**config.mk**
```make
export PLATFORM = sky130hd
export DESIGN_NAME = calc_sequencer
export DESIGN_NICKNAME = d
export VERILOG_FILES = /design/src/rtl/calc_pkg.sv /design/src/rtl/bcd_entry_reg.sv /design/src/rtl/calc_sequencer.sv
export SDC_FILE = /design/constraint.sdc
export NUM_CORES = 1
export LEC_CHECK = 0
export BUFFER_PORTS_ARGS = -buffer_cell sky130_fd_sc_hd__buf_2
export CAP_MARGIN = 20
export CORE_MARGIN = 3
export CORE_UTILIZATION = 45
export CTS_CLUSTER_DIAMETER = 40
export DETAILED_ROUTE_END_ITERATION = 8
export PLACE_DENSITY = 0.78
export SLEW_MARGIN = 20
export SYNTH_ARGS = -nofsm -noshare
export SYNTH_HDL_FRONTEND = slang
export SYNTH_SLANG_ARGS = --single-unit
```
**constraint.sdc**
```tcl
create_clock -name clk -period 2.5 [get_ports clk]
set_clock_uncertainty 0.15 [all_clocks]
set_input_delay 0 -clock clk [delete_from_list [all_inputs] [get_ports clk]]
set_output_delay 0 -clock clk [all_outputs]
set_load 0.02 [all_outputs]
```
**src/rtl/calc_pkg.sv**
```systemverilog
// Shared encodings for the four-digit BCD calculator control path.
// States, key codes and ALU op codes used by the sequencer and its helpers.
package calc_pkg;

    localparam logic [2:0] S_ENTER_A = 3'd0;
    localparam logic [2:0] S_OP_WAIT = 3'd1;
    localparam logic [2:0] S_ENTER_B = 3'd2;
    localparam logic [2:0] S_EXEC    = 3'd3;
    localparam logic [2:0] S_RESULT  = 3'd4;
    localparam logic [2:0] S_ERR     = 3'd5;

    typedef enum logic [2:0] {
        ENTER_A = S_ENTER_A,
        OP_WAIT = S_OP_WAIT,
        ENTER_B = S_ENTER_B,
        EXEC    = S_EXEC,
        RESULT  = S_RESULT,
        ERR     = S_ERR
    } state_t;

    localparam logic [3:0] KEY_ADD = 4'hA;
    localparam logic [3:0] KEY_SUB = 4'hB;
    localparam logic [3:0] KEY_CLR = 4'hC;
    localparam logic [3:0] KEY_MUL = 4'hD;
    localparam logic [3:0] KEY_EQ  = 4'hE;

    localparam logic [1:0] OP_ADD = 2'b00;
    localparam logic [1:0] OP_SUB = 2'b01;
    localparam logic [1:0] OP_MUL = 2'b10;

    function automatic logic [1:0] key_to_op(
        input logic [3:0] code
    );
        logic [1:0] op;
        op = OP_ADD;
        if (code == KEY_SUB)
            op = OP_SUB;
        else if (code == KEY_MUL)
            op = OP_MUL;
        return op;
    endfunction

endpackage

```
**src/rtl/bcd_entry_reg.sv**
```systemverilog
// BCD operand entry register: shifts digits in from the right,
// counts them and silently drops digits once the operand is full.
module bcd_entry_reg #(
    parameter int NDIG = 4,
    parameter int CW   = $clog2(NDIG + 1)
) (
    input  logic              clk,
    input  logic              reset,
    input  logic              clr,
    input  logic              load,
    input  logic [4*NDIG-1:0] load_val,
    input  logic [CW-1:0]     load_cnt,
    input  logic              shift,
    input  logic [3:0]        digit,
    output logic [4*NDIG-1:0] value,
    output logic [CW-1:0]     count
);

    logic room;

    assign room = (count < CW'(NDIG));

    always_ff @(posedge clk or negedge reset) begin
        if (!reset) begin
            value <= '0;
            count <= '0;
        end else if (clr) begin
            value <= '0;
            count <= '0;
        end else if (load) begin
            value <= load_val;
            count <= load_cnt;
        end else if (shift && room) begin
            value <= {value[4*NDIG-5:0], digit};
            count <= count + CW'(1);
        end
    end

endmodule

```
**src/rtl/calc_sequencer.sv**
```systemverilog
// Calculator control FSM: operand entry, operator latch, ALU launch
// with a timeout watchdog, result latch and display selection.
module calc_sequencer
    import calc_pkg::*;
#(
    parameter int NDIG        = 4,
    parameter int ALU_TIMEOUT = 64
) (
    input  logic              clk,
    input  logic              reset,
    input  logic              key_valid,
    input  logic [3:0]        key_code,
    input  logic              alu_done,
    input  logic [4*NDIG-1:0] alu_result,
    input  logic              alu_ovf,
    output logic [4*NDIG-1:0] operand_a,
    output logic [4*NDIG-1:0] operand_b,
    output logic [1:0]        alu_op,
    output logic              alu_start,
    output logic [4*NDIG-1:0] disp_bcd,
    output logic              busy,
    output logic              err,
    output logic [2:0]        state_dbg
);

    localparam int W  = 4 * NDIG;
    localparam int CW = $clog2(NDIG + 1);
    localparam int TW = $clog2(ALU_TIMEOUT + 1);

    state_t state_q, state_d;

    logic [1:0]    op_q, op_d;
    logic          op_ld;
    logic [W-1:0]  res_q;
    logic          res_ld, res_clr;
    logic [TW-1:0] tmo_q;
    logic          tmo_hit;
    logic          exec_go;
    logic          start_q;

    logic          a_clr, a_load, a_shift;
    logic [W-1:0]  a_val;
    logic [CW-1:0] a_cnt, a_count;
    logic          b_clr, b_load, b_shift;
    logic [W-1:0]  b_val;
    logic [CW-1:0] b_cnt, b_count;

    logic          key_dig, key_op;
    logic          key_clr, key_eq;
    logic [W-1:0]  dig_ext;

    assign key_dig = key_valid && (key_code <= 4'd9);
    assign key_op  = key_valid && (key_code == KEY_ADD
                   || key_code == KEY_SUB
                   || key_code == KEY_MUL);
    assign key_clr = key_valid && (key_code == KEY_CLR);
    assign key_eq  = key_valid && (key_code == KEY_EQ);
    assign dig_ext = {{(W-4){1'b0}}, key_code};

    // Counter runs 0..ALU_TIMEOUT-1 while in EXEC; last value expires.
    assign tmo_hit = (tmo_q == TW'(ALU_TIMEOUT - 1));

    always_comb begin
        state_d = state_q;
        op_ld   = 1'b0;
        op_d    = key_to_op(key_code);
        res_ld  = 1'b0;
        res_clr = 1'b0;
        exec_go = 1'b0;
        a_clr   = 1'b0;
        a_load  = 1'b0;
        a_shift = 1'b0;
        a_val   = '0;
        a_cnt   = '0;
        b_clr   = 1'b0;
        b_load  = 1'b0;
        b_shift = 1'b0;
        b_val   = '0;
        b_cnt   = '0;
        if (key_clr) begin
            state_d = ENTER_A;
            a_clr   = 1'b1;
            b_clr   = 1'b1;
            res_clr = 1'b1;
            op_ld   = 1'b1;
            op_d    = OP_ADD;
        end else begin
            case (state_q)
                ENTER_A: begin
                    if (key_dig) begin
                        a_shift = 1'b1;
                    end else if (key_op) begin
                        op_ld   = 1'b1;
                        state_d = OP_WAIT;
                    end
                end
                OP_WAIT: begin
                    if (key_op) begin
                        op_ld = 1'b1;
                    end else if (key_dig) begin
                        b_load  = 1'b1;
                        b_val   = dig_ext;
                        b_cnt   = CW'(1);
                        state_d = ENTER_B;
                    end
                end
                ENTER_B: begin
                    if (key_dig) begin
                        b_shift = 1'b1;
                    end else if (key_eq) begin
                        exec_go = 1'b1;
                        state_d = EXEC;
                    end
                end
                EXEC: begin
                    if (alu_done) begin
                        res_ld  = !alu_ovf;
                        state_d = alu_ovf ? ERR : RESULT;
                    end else if (tmo_hit) begin
                        state_d = ERR;
                    end
                end
                RESULT: begin
                    if (key_dig) begin
                        a_load  = 1'b1;
                        a_val   = dig_ext;
                        a_cnt   = CW'(1);
                        b_clr   = 1'b1;
                        state_d = ENTER_A;
                    end else if (key_op) begin
                        a_load  = 1'b1;
                        a_val   = res_q;
                        a_cnt   = CW'(NDIG);
                        b_clr   = 1'b1;
                        op_ld   = 1'b1;
                        state_d = OP_WAIT;
                    end
                end
                default: ;
            endcase
        end
    end

    always_ff @(posedge clk or negedge reset) begin
        if (!reset) begin
            state_q <= ENTER_A;
            op_q    <= OP_ADD;
            res_q   <= '0;
            tmo_q   <= '0;
            start_q <= 1'b0;
        end else begin
            state_q <= state_d;
            start_q <= exec_go;
            if (op_ld)
                op_q <= op_d;
            if (res_clr)
                res_q <= '0;
            else if (res_ld)
                res_q <= alu_result;
            if (exec_go || key_clr)
                tmo_q <= '0;
            else if (state_q == EXEC)
                tmo_q <= tmo_q + TW'(1);
        end
    end

    bcd_entry_reg #(.NDIG(NDIG), .CW(CW)) u_reg_a (
        .clk      (clk),
        .reset    (reset),
        .clr      (a_clr),
        .load     (a_load),
        .load_val (a_val),
        .load_cnt (a_cnt),
        .shift    (a_shift),
        .digit    (key_code),
        .value    (operand_a),
        .count    (a_count)
    );

    bcd_entry_reg #(.NDIG(NDIG), .CW(CW)) u_reg_b (
        .clk      (clk),
        .reset    (reset),
        .clr      (b_clr),
        .load     (b_load),
        .load_val (b_val),
        .load_cnt (b_cnt),
        .shift    (b_shift),
        .digit    (key_code),
        .value    (operand_b),
        .count    (b_count)
    );

    always_comb begin
        disp_bcd = '0;
        case (state_q)
            ENTER_A, OP_WAIT: disp_bcd = operand_a;
            ENTER_B, EXEC:    disp_bcd = operand_b;
            RESULT:           disp_bcd = res_q;
            default:          disp_bcd = '0;
        endcase
    end

    assign alu_op    = op_q;
    assign alu_start = start_q;
    assign busy      = (state_q == EXEC);
    assign err       = (state_q == ERR);
    assign state_dbg = state_q;

    logic unused_cnt;
    assign unused_cnt = ^{a_count, b_count};

endmodule

```
==> run summary, run 1 <==
Max_slew headroom - 54.5%
Synth warnings - 0
Antenna violations before repair - 0
TritonCTS buffer count - 9
Largest cells by area after synthesis - dfrtp_1, nand2_1, a21oi_1
Xor-xnor portion of the synthesized cell area - 0.967%
Mux share of post-synthesis cell area - 6.25%
DRC viols - 0
Die height - 95.7 µm
Period utilization - 83.2%
Clock buffer depth - 2
Largest net degree at the start of global routing - 42
Worst endpoint required time - 2.35 ns
Worst r2r path cells - 6
Core box area - 7770 µm²
Core Rows - 32
RD Place Congestion - 0.909
Fin cells - 626
Final setup fails - 0
Compound-Gate Fraction of Synth Area - 18.7%
WP buf/inv - 2
Worst min path class - input port to flip-flop
Top-count cell post-synth - nand2_1
RSZ-0062 raised after global routing - no
DRT iter0 DRCs - 222
Largest delay share family, worst path - flip-flops
Area Overhead vs Synth - 26.6%
Clk_lat worst skew - 0.34 ns
Synth area leader - dfrtp_1
Initial Utilization - 46.6%
M3 GR Usage - 3.44%
CP Capture Type - primary output
Crit path max fanout - 16
Synth Flop Type - dfrtp_1
Final WL - 10500 µm
Post-synth top area share - 46.3%
Post-synth net total - 447
Min cycle time layout - 2.08 ns
Fmax achieved - 481 MHz
Peak VDD IR - 0.402 mV
Adder-Cell Fraction of Synth Area - 1.04%
DR vias/cell - 5.58
Layout cells sized above 1 - 23.9%
# nets final - 547
Pins Over Slew Limit - 0
Routed len/inst - 16.7 µm
FF+latch count, synth - 67
CTS tree - built
Setup Crit Path Kind - flip-flop to primary output
Worst slew pin tran - 0.682 ns
Clk sinks - 67
H-tree lvl count - 3
Netlist cell types - 53
CP max-delay cell - dfrtp_1
Post-synthesis sequential area ratio - 46.3%
Design Power - 4.44 mW
# diodes - 0
Dpl cells - 588
Simple-gate share of the synthesized area - 21.6%
Synth Cell Area - 3620 µm²
WHS Endpoint - res_q[3]
1st-pass router iterations - 4
Die width - 95.7 µm
Clock transition at the registers of the reported paths - 0.08 ns
FF-to-FF Start - state_dbg[1]
Slowest stage delay, CP - 0.61 ns
Dpl hpwl - 7360 µm
R2R Setup Slk - 0.43 ns
Ports - 81
Pwr dens - 968 nW/µm²
GR Overflow Total - 0
Ys async rst share - 100%
Met2 GRT Util - 39.4%
Post-synth EDFFs - 0
Port Buf Inserts - 80
Detail Route Antenna Nets - 0
GRT met1 Usage - 30.1%
Post-Syn Instances - 419
Worst Min Path Start - alu_ovf
Vias in the first global route - 3391
Area of the die - 9160 µm²
Average cell area after synthesis - 8.64 µm²
Max cap viols - 0
Vias - 3495
Largest family of logic cells by synthesized area - simple AND/OR/NAND/NOR gates
First-pass GRT wire length - 16600 µm
Post-CTS sizing - 0
Gr busiest metal - met2
Critical-path cell list - buf_4 -> mux2i_1 -> o21ai_0 -> buf_2
Root Driver - clkbuf_8
Critical Path AT - 1.93 ns
Status - finished, final reports clean
Setup tns final - 0 ns
Worst setup SP type - flip-flop
List of most frequent post-synthesis cells - nand2_1, dfrtp_1, a21oi_1
Lkg Pwr - 2.12 nW
Fin. Hold Viols - 0
Reg-to-reg endpoint - u_reg_b.value[14]
Min-Delay Path Depth - 5
Tot GR Track Use - 23.8%
## area by class of cell
type / instances / area, µm²
repair buffers: 116 / 738
clock inverters: 6 / 88.8
well taps: 102 / 128
clock buffers: 10 / 138
multi-input cells: 311 / 1760
inverters: 14 / 55.1
flip-flops and latches: 67 / 1680
fillers: 694 / 3180
## per-stage QoR
| stage | hold slack, ns | util [%] | worst slack [ns] | cell area [µm²] |
|---|---|---|---|---|
| 5_1_grt | 0.0282 | 59.0 | 0.265 | 4580 |
| 6_report | 0.0193 | 59.0 | 0.419 | 4580 |
| 4_1_cts | 0.00834 | 59.0 | 0.428 | 4580 |
| 3_5_place_dp | -0.0730 | 53.3 | 0.434 | 4140 |
| 2_1_floorplan | -0.446 | - | 0.498 | 3620 |
| 3_3_place_gp | -0.0891 | 53.3 | 0.499 | 4140 |
## kinds of logic after synthesis
group	count (synthesis)
AO/OA/AOI/OAI	117
multiplexers	22
XOR/XNOR	4
buffers and inverters	41
AND/OR/NAND/NOR	165
adder cells (fa/ha/maj)	3
flip-flops	67
## power breakdown
part / internal, mW / leakage (nW) / switching [mW]
Combinational: 0.603 / 1.15 / 0.996
Clock: 0.589 / 0.108 / 0.439
Sequential: 1.43 / 0.857 / 0.384
Total: 2.62 / 2.12 / 1.82
## what timing repair did
action | CTS | global route
setup endpoints to repair | 0 | 0
endpoints found under the hold margin | 51 | 0
buffers inserted | 0 | 0
hold buffers | 22 | 0
## cells in the final DEF, fill, tap and decap left out, types with 3 or more instances in the layout
cell,Yosys,layout
ha_1,3,3
nand4_1,5,5
or3_1,4,4
clkbuf_8,0,10
o22ai_1,6,6
mux2i_1,20,20
nand3_1,20,20
buf_2,11,80
nand2_1,91,91
a21oi_1,53,53
o21ai_0,37,37
xor2_1,3,3
nor2_1,22,22
buf_4,1,13
dlygate4sd3_1,0,22
dfrtp_1,67,67
inv_1,13,13
## state kept, by name, indices dropped and copies added (netlist names)
signal         cells
u_reg_a.count      3
state_dbg          3
tmo_q              7
alu_start          1
u_reg_a.value     16
alu_op             2
u_reg_b.count      3
u_reg_b.value     16
res_q             16
## routing by layer
layer	up-vias	wire, µm
li1	1652	-
met1	1651	4360
met2	163	5050
met3	29	685
met4	0	394
met5	-	0
## worst max path at each step
stage / start / end / slack [ns] / cells past startpoint
final: state_dbg[1] / disp_bcd[0] / 0.42 / 4
after global routing: state_dbg[1] / u_reg_b.value[6] / 0.26 / 6
after CTS: state_dbg[1] / u_reg_b.value[13] / 0.43 / 6
after detailed placement: state_dbg[1] / u_reg_b.value[13] / 0.43 / 6
after global placement: state_dbg[1] / u_reg_b.value[4] / 0.50 / 6
after floorplan: state_dbg[1] / u_reg_b.value[2] / 0.50 / 6
## tightest hold or removal path, delay by kind of cell
kind	cells	cell delay [ns]
buffers and inverters	2	0.30
and+or+nand+nor	2	0.12
AOI/OAI and AO/OA	1	0.05
Note: power is estimated with default switching activity, not from simulation.
==> run 2: changes to the inputs <==
Settings changed: PLACE_DENSITY 0.78 to 0.81.
Clock period 2.5 ns to 1.65 ns, I/O delays scaled along.
==> run summary, run 2 (synthesis gave the netlist of run 1 again) <==
Initial Utilization - 46.6% (unchanged)
Antenna violations before repair - 0 (unchanged)
Internal - 4.34 mW (+66%)
Clk pwr share - 18.5% (-4.7 points)
H-tree lvl count - 3 (unchanged)
Worst min path class - input port to flip-flop
Layout cells sized above 1 - 46.7% (+23 points)
Min cycle time layout - 1.85 ns
Crit path max fanout - 6 (-10)
Met3 routed WL - 991 µm (+45%)
WP buf/inv - 1 (-1)
Vias - 4048 (+16%)
Commonest cells after routing, fill and taps aside - nand2_1, dfrtp_1, buf_2
Pins Over Slew Limit - 0 (unchanged)
Fin cells - 682 (+8.9%)
TritonCTS buffer count - 9 (unchanged)
Max_slew headroom - 61.5% (+6.9 points)
DRC viols - 0 (unchanged)
Flop pwr share - 38.5% (-2.3 points)
Tot GR Track Use - 27.6% (+3.9 points)
Dpl hpwl - 7830 µm (+6.4%)
FF/Latch Area - 1680 µm² (+0.22%)
Largest regs - res_q (16), u_reg_a.value (16), u_reg_b.value (16)
First-pass GRT wire length - 19300 µm (+16%)
Area Overhead vs Synth - 56.1%
Die height - 95.7 µm (unchanged)
Clock buffer depth - 2 (unchanged)
Failing checks - setup timing
Pwr dens - 1320 nW/µm² (+37%)
Commonest non-fill, non-tap cell in the layout - nand2_1
Met1 wire length - 5090 µm (+17%)
Combinational Power Share - 42.9% (+6.9 points)
Period utilization - 112%
# nets final - 604 (+10%)
Ports - 81 (unchanged)
CP Capture Type - flip-flop
DP Worst Slack - -0.142 ns (-0.576 ns)
Port Buf Inserts - 80 (unchanged)
Largest net degree at the start of global routing - 36 (-14%)
CP Launch Point - state_dbg[2]
Peak VDD IR - 0.483 mV (+20%)
Setup Crit Path Kind - flip-flop to flip-flop
# diodes - 0 (unchanged)
Uppermost layer routed - met4
Dpl cells - 623 (+6.0%)
Core Util, Final - 72.8% (+14 points)
DR vias/cell - 5.94 (+6.3%)
Die width - 95.7 µm (unchanged)
1st-pass router iterations - 5 (+1)
Final WL - 13600 µm (+30%)
Fin. Hold Viols - 0 (unchanged)
Worst Min Path Start - key_code[0]
Worst slew pin tran - 0.578 ns (-0.104 ns)
Met2 WL - 6950 µm (+38%)
Detail Route Antenna Nets - 0 (unchanged)
Status - finished with violations
Root Driver - clkbuf_8
Post-placement cell area - 4460 µm² (+7.9%)
Core box area - 7770 µm² (unchanged)
Routed len/inst - 19.9 µm (+19%)
Final worst setup slack - -0.203 ns (-0.622 ns)
RD Place Congestion - 0.898 (-1.2%)
Critical-path cell list - or3_4 -> nor3_4 -> buf_6 -> nor2_4 -> mux2_4
Worst setup SP type - flip-flop
Final setup fails - 69 (+69)
Net switching power - 3.14 mW (+72%)
Layout fillers - 497 (-28%)
Critical Path AT - 1.93 ns (about the same)
Switching share of total power - 42.0% (+0.97 points)
Final instance area - 5650 µm² (+23%)
GR Overflow Total - 0 (unchanged)
Area of the die - 9160 µm² (unchanged)
Clk sinks - 67 (unchanged)
CTS tree - built
Fmax achieved - 540 MHz
Vias in the first global route - 3923 (+16%)
Slowest stage delay, CP - 0.46 ns (-0.15 ns)
FF-to-FF Start - state_dbg[2]
Worst endpoint required time - 1.73 ns (-0.62 ns)
Multi-input logic area - 2190 µm² (+24%)
Clock transition at the registers of the reported paths - 0.07 ns (about the same)
Core Rows - 32 (unchanged)
Clk_lat worst skew - 0.35 ns (about the same)
CP max-delay cell - dfrtp_2
Largest delay share family, worst path - simple AND/OR/NAND/NOR gates
RSZ-0062 raised after global routing - yes
Max cap viols - 0 (unchanged)
DRT iter0 DRCs - 339 (+53%)
Lkg Pwr - 2.55 nW (+20%)
==> run 2: cell types whose count changed in the layout (fill, tap and decap cells not counted), moves of 11 or more <==
| cell | before | now |
|---|---|---|
| a21oi_2 | 0 | 22 |
| a21oi_1 | 53 | 31 |
| o21ai_2 | 0 | 17 |
| buf_6 | 0 | 26 |
| o21ai_0 | 37 | 9 |
| buf_2 | 80 | 63 |
| nand2_2 | 0 | 19 |
| o21ai_1 | 1 | 12 |
| nand2_1 | 91 | 71 |
| buf_4 | 13 | 49 |
| nand3_1 | 20 | 7 |
==> run 2: metal layers <==
layer,global-route usage [%],vias to the layer above
met3,5.71,49
met4,17.9,0
met2,46.2,236
li1,-,1779
met5,0,-
met1,32.1,1984
==> run 2: final cells by class <==
cell class | count | share of cell area, %
inverter | 14 | 1.04
timing repair buffer | 172 | 24.8
clock inverter | 4 | 0.907
clock buffer | 11 | 2.50
tap | 102 | 2.26
sequential | 67 | 29.7
multi-input combinational | 312 | 38.7
==> run 2: power groups by stage <==
stage / logic, mW / registers [mW] / clock network [mW]
3_5_place_dp: 2.53 / 2.74 / 0
6_report: 3.21 / 2.88 / 1.39
5_1_grt: 3.44 / 2.91 / 1.44
3_3_place_gp: 2.45 / 2.72 / 0
2_1_floorplan: 1.23 / 2.98 / 0
4_1_cts: 2.87 / 2.73 / 1.37
==> run 2: worst min-delay path, delay by kind of cell <==
family,cells,cell delay [ns]
buffers and inverters,2,0.18
and+or+nand+nor,3,0.32
==> run 2: final timing paths <==
| check | to | slack (ns) | cells after the start |
|---|---|---|---|
| min in group asynchronous | res_q[3] | 0.05 | 2 |
| max | u_reg_b.value[2] | -0.20 | 5 |
| max reg2reg | u_reg_b.value[2] | -0.20 | 5 |
| min | alu_start | 0.04 | 5 |
| min reg2reg | alu_op[0] | 0.38 | 1 |
| max in group asynchronous | u_reg_b.value[0] | 0.70 | 3 |
==> run 2: timing repair <==
action                                 4_1_cts  5_1_grt
endpoints found under the hold margin       91        1
setup endpoints to repair                   59       82
buffers inserted                             7        5
hold buffers                                25        1
pin swaps                                   25       20
gates cloned                                 4        2
gates resized for setup                     80       88
==> run 2: per-stage QoR <==
step                setup TNS (ns)  total power [mW]  hold WS, ns
floorplan                    -7.59              4.20       -0.446
global placement             -1.38              5.17       -0.141
detailed placement           -2.67              5.27       -0.130
CTS                          -2.94              6.97       0.0209
global route                -10.50              7.80       0.0949
finish                       -6.52              7.47       0.0430
==> run 3: changes to the inputs <==
Settings changed: PLACE_DENSITY 0.81 to 0.76.
==> run summary, run 3 (synthesis gave the netlist of run 1 again) <==
Tot GR Track Use - 27.8% (+0.16 points)
FF-to-FF Start - state_dbg[1]
RD Place Congestion - 0.889 (-0.98%)
Met2 GRT Util - 46.1% (-0.058 points)
DRT iter0 DRCs - 299 (-12%)
Core Rows - 32 (unchanged)
Levels on crit path - 7 (+2)
FF/Latch Area - 1680 µm² (unchanged)
DP Worst Slack - -0.141 ns (+0.00165 ns)
Layout fillers - 437 (-12%)
Largest regs - res_q (16), u_reg_a.value (16), u_reg_b.value (16)
TritonCTS buffer count - 9 (unchanged)
Pins Over Slew Limit - 0 (unchanged)
Final setup fails - 77 (+12%)
Critical path's most frequent cell - buf_6
Peak VDD IR - 0.632 mV (+31%)
Worst Min Path Start - key_code[1]
Detail Route Antenna Nets - 0 (unchanged)
Largest delay share family, worst path - simple AND/OR/NAND/NOR gates
CTS Hold Buffers Added - 24 (-4.0%)
GRT met1 Usage - 35.4% (+3.3 points)
Multi-input logic area - 2450 µm² (+12%)
Status - finished with violations
Antenna violations before repair - 0 (unchanged)
Initial Utilization - 46.6% (unchanged)
End of the critical path - u_reg_b.value[11]
Ports - 81 (unchanged)
Worst endpoint required time - 1.77 ns (+0.04 ns)
Crit path max fanout - 7 (+1)
Area of the die - 9160 µm² (unchanged)
Core box area - 7770 µm² (unchanged)
Largest net degree at the start of global routing - 57 (+58%)
Port Buf Inserts - 80 (unchanged)
Max cap viols - 0 (unchanged)
Vias in the first global route - 3871 (-1.3%)
Setup Crit Path Kind - flip-flop to flip-flop
Clock transition at the registers of the reported paths - 0.09 ns (+0.02 ns)
Period utilization - 113% (+0.73 points)
Clk sinks - 67 (unchanged)
Commonest cells after routing, fill and taps aside - buf_2, dfrtp_1, nand2_1
1st-pass router iterations - 5 (unchanged)
Worst min path class - input port to flip-flop
Fin cells - 699 (+2.5%)
Fin. Hold Viols - 2 (+2)
Layout cells sized above 1 - 57.3% (+11 points)
Critical Path AT - 1.99 ns (+0.06 ns)
Worst setup SP type - flip-flop
DRC viols - 0 (unchanged)
Dpl hpwl - 7580 µm (-3.2%)
CTS tree - built
RSZ-0062 raised after global routing - yes
Design Power - 7.88 mW (+5.5%)
DR vias/cell - 6.02 (+1.5%)
Setup tns final - -8.31 ns (-1.79 ns)
Fmax achieved - 536 MHz (-0.64%)
R2R Setup Slk - -0.21 ns (about the same)
Hold Slack - -0.105 ns (-0.148 ns)
Failing checks - hold timing, setup timing
Pwr dens - 1280 nW/µm² (-2.8%)
Die width - 95.7 µm (unchanged)
Die height - 95.7 µm (unchanged)
Vias - 4210 (+4.0%)
Final WL - 14400 µm (+5.8%)
Lkg Pwr - 2.76 nW (+8.3%)
# diodes - 0 (unchanged)
CP Launch Point - state_dbg[1]
GR Overflow Total - 0 (unchanged)
Clock buffer depth - 2 (unchanged)
# nets final - 620 (+2.6%)
CP max-delay cell - dfrtp_2
WP buf/inv - 3 (+2)
Clk_lat worst skew - 0.36 ns (about the same)
Routed len/inst - 20.6 µm (+3.3%)
Worst r2r path cells - 7 (+2)
CP Capture Type - flip-flop
Reg-to-reg endpoint - u_reg_b.value[11]
Critical-path cell list - inv_4 -> or3_4 -> nor3_4 -> buf_6 -> buf_6 -> nand2_1 -> a21oi_1
Root Driver - clkbuf_8
H-tree lvl count - 3 (unchanged)
M3 GR Usage - 3.28% (-2.4 points)
Min cycle time layout - 1.86 ns (+0.0120 ns)
Final worst setup slack - -0.215 ns (-0.0120 ns)
Worst slew pin tran - 0.516 ns (-0.0621 ns)
Slowest stage delay, CP - 0.47 ns (about the same)
Dpl cells - 630 (+1.1%)
Max_slew headroom - 65.5% (+4.0 points)
Area Overhead vs Synth - 69.5%
Gr busiest metal - met2
First-pass GRT wire length - 19400 µm (+0.25%)
Commonest non-fill, non-tap cell in the layout - buf_2
==> run 3: cell count changes in the layout (fill, tap and decap cells not counted), sizes merged <==
cell         change
bufbuf           +1
bufinv           -1
dlygate4sd3      -3
clkinv           -1
clkinvlp         +2
buf             +18
clkbuf           -1
inv              +2
==> run 3: worst min-delay path by stage <==
stage,to,cells after the start
CTS,u_reg_a.value[1],4
floorplan,alu_op[0],0
finish,u_reg_a.value[1],3
global route,u_reg_a.value[1],3
detailed placement,res_q[12],1
global placement,res_q[13],1
==> run 3: power breakdown <==
group	internal, mW	total (mW)	switching [mW]
logic	1.66	3.60	1.94
registers	2.16	2.96	0.802
clock network	0.599	1.33	0.728
==> run 3: tightest hold or removal path: stages <==
cell and delay (ns):
buf_2 0.13, a32oi_1 0.07, o22ai_1 0.13
==> run 3: final cells by class <==
| class | count | share of cell area [%] |
|---|---|---|
| Multi-Input combinational cell | 312 | 39.9 |
| Sequential cell | 67 | 27.4 |
| Timing Repair Buffer | 188 | 26.6 |
| Clock buffer | 10 | 2.24 |
| Tap cell | 102 | 2.08 |
| Inverter | 14 | 0.999 |
| Clock inverter | 6 | 0.795 |
==> run 3: timing repair <==
action	4_1_cts	5_1_grt
gates cloned	6	4
pin swaps	13	44
hold endpoints to repair	92	1
buffers inserted	12	10
resized for setup	100	174
endpoints found under the setup margin	59	83
==> run 3: layer usage <==
layer	wire length [µm]	part of all wire, %	up-vias
li1	-	-	1812
met1	5420	38	2061
met2	6910	48	265
met3	1090	7.6	72
met4	965	6.7	0
met5	0	0	-
==> run 3: metrics by stage <==
step	area, µm²	utilization [%]
4_1_cts	5460	70.3
6_report	6140	79.0
3_3_place_gp	4520	58.2
3_5_place_dp	4520	58.2
2_1_floorplan	3730	-
5_1_grt	6140	79.0
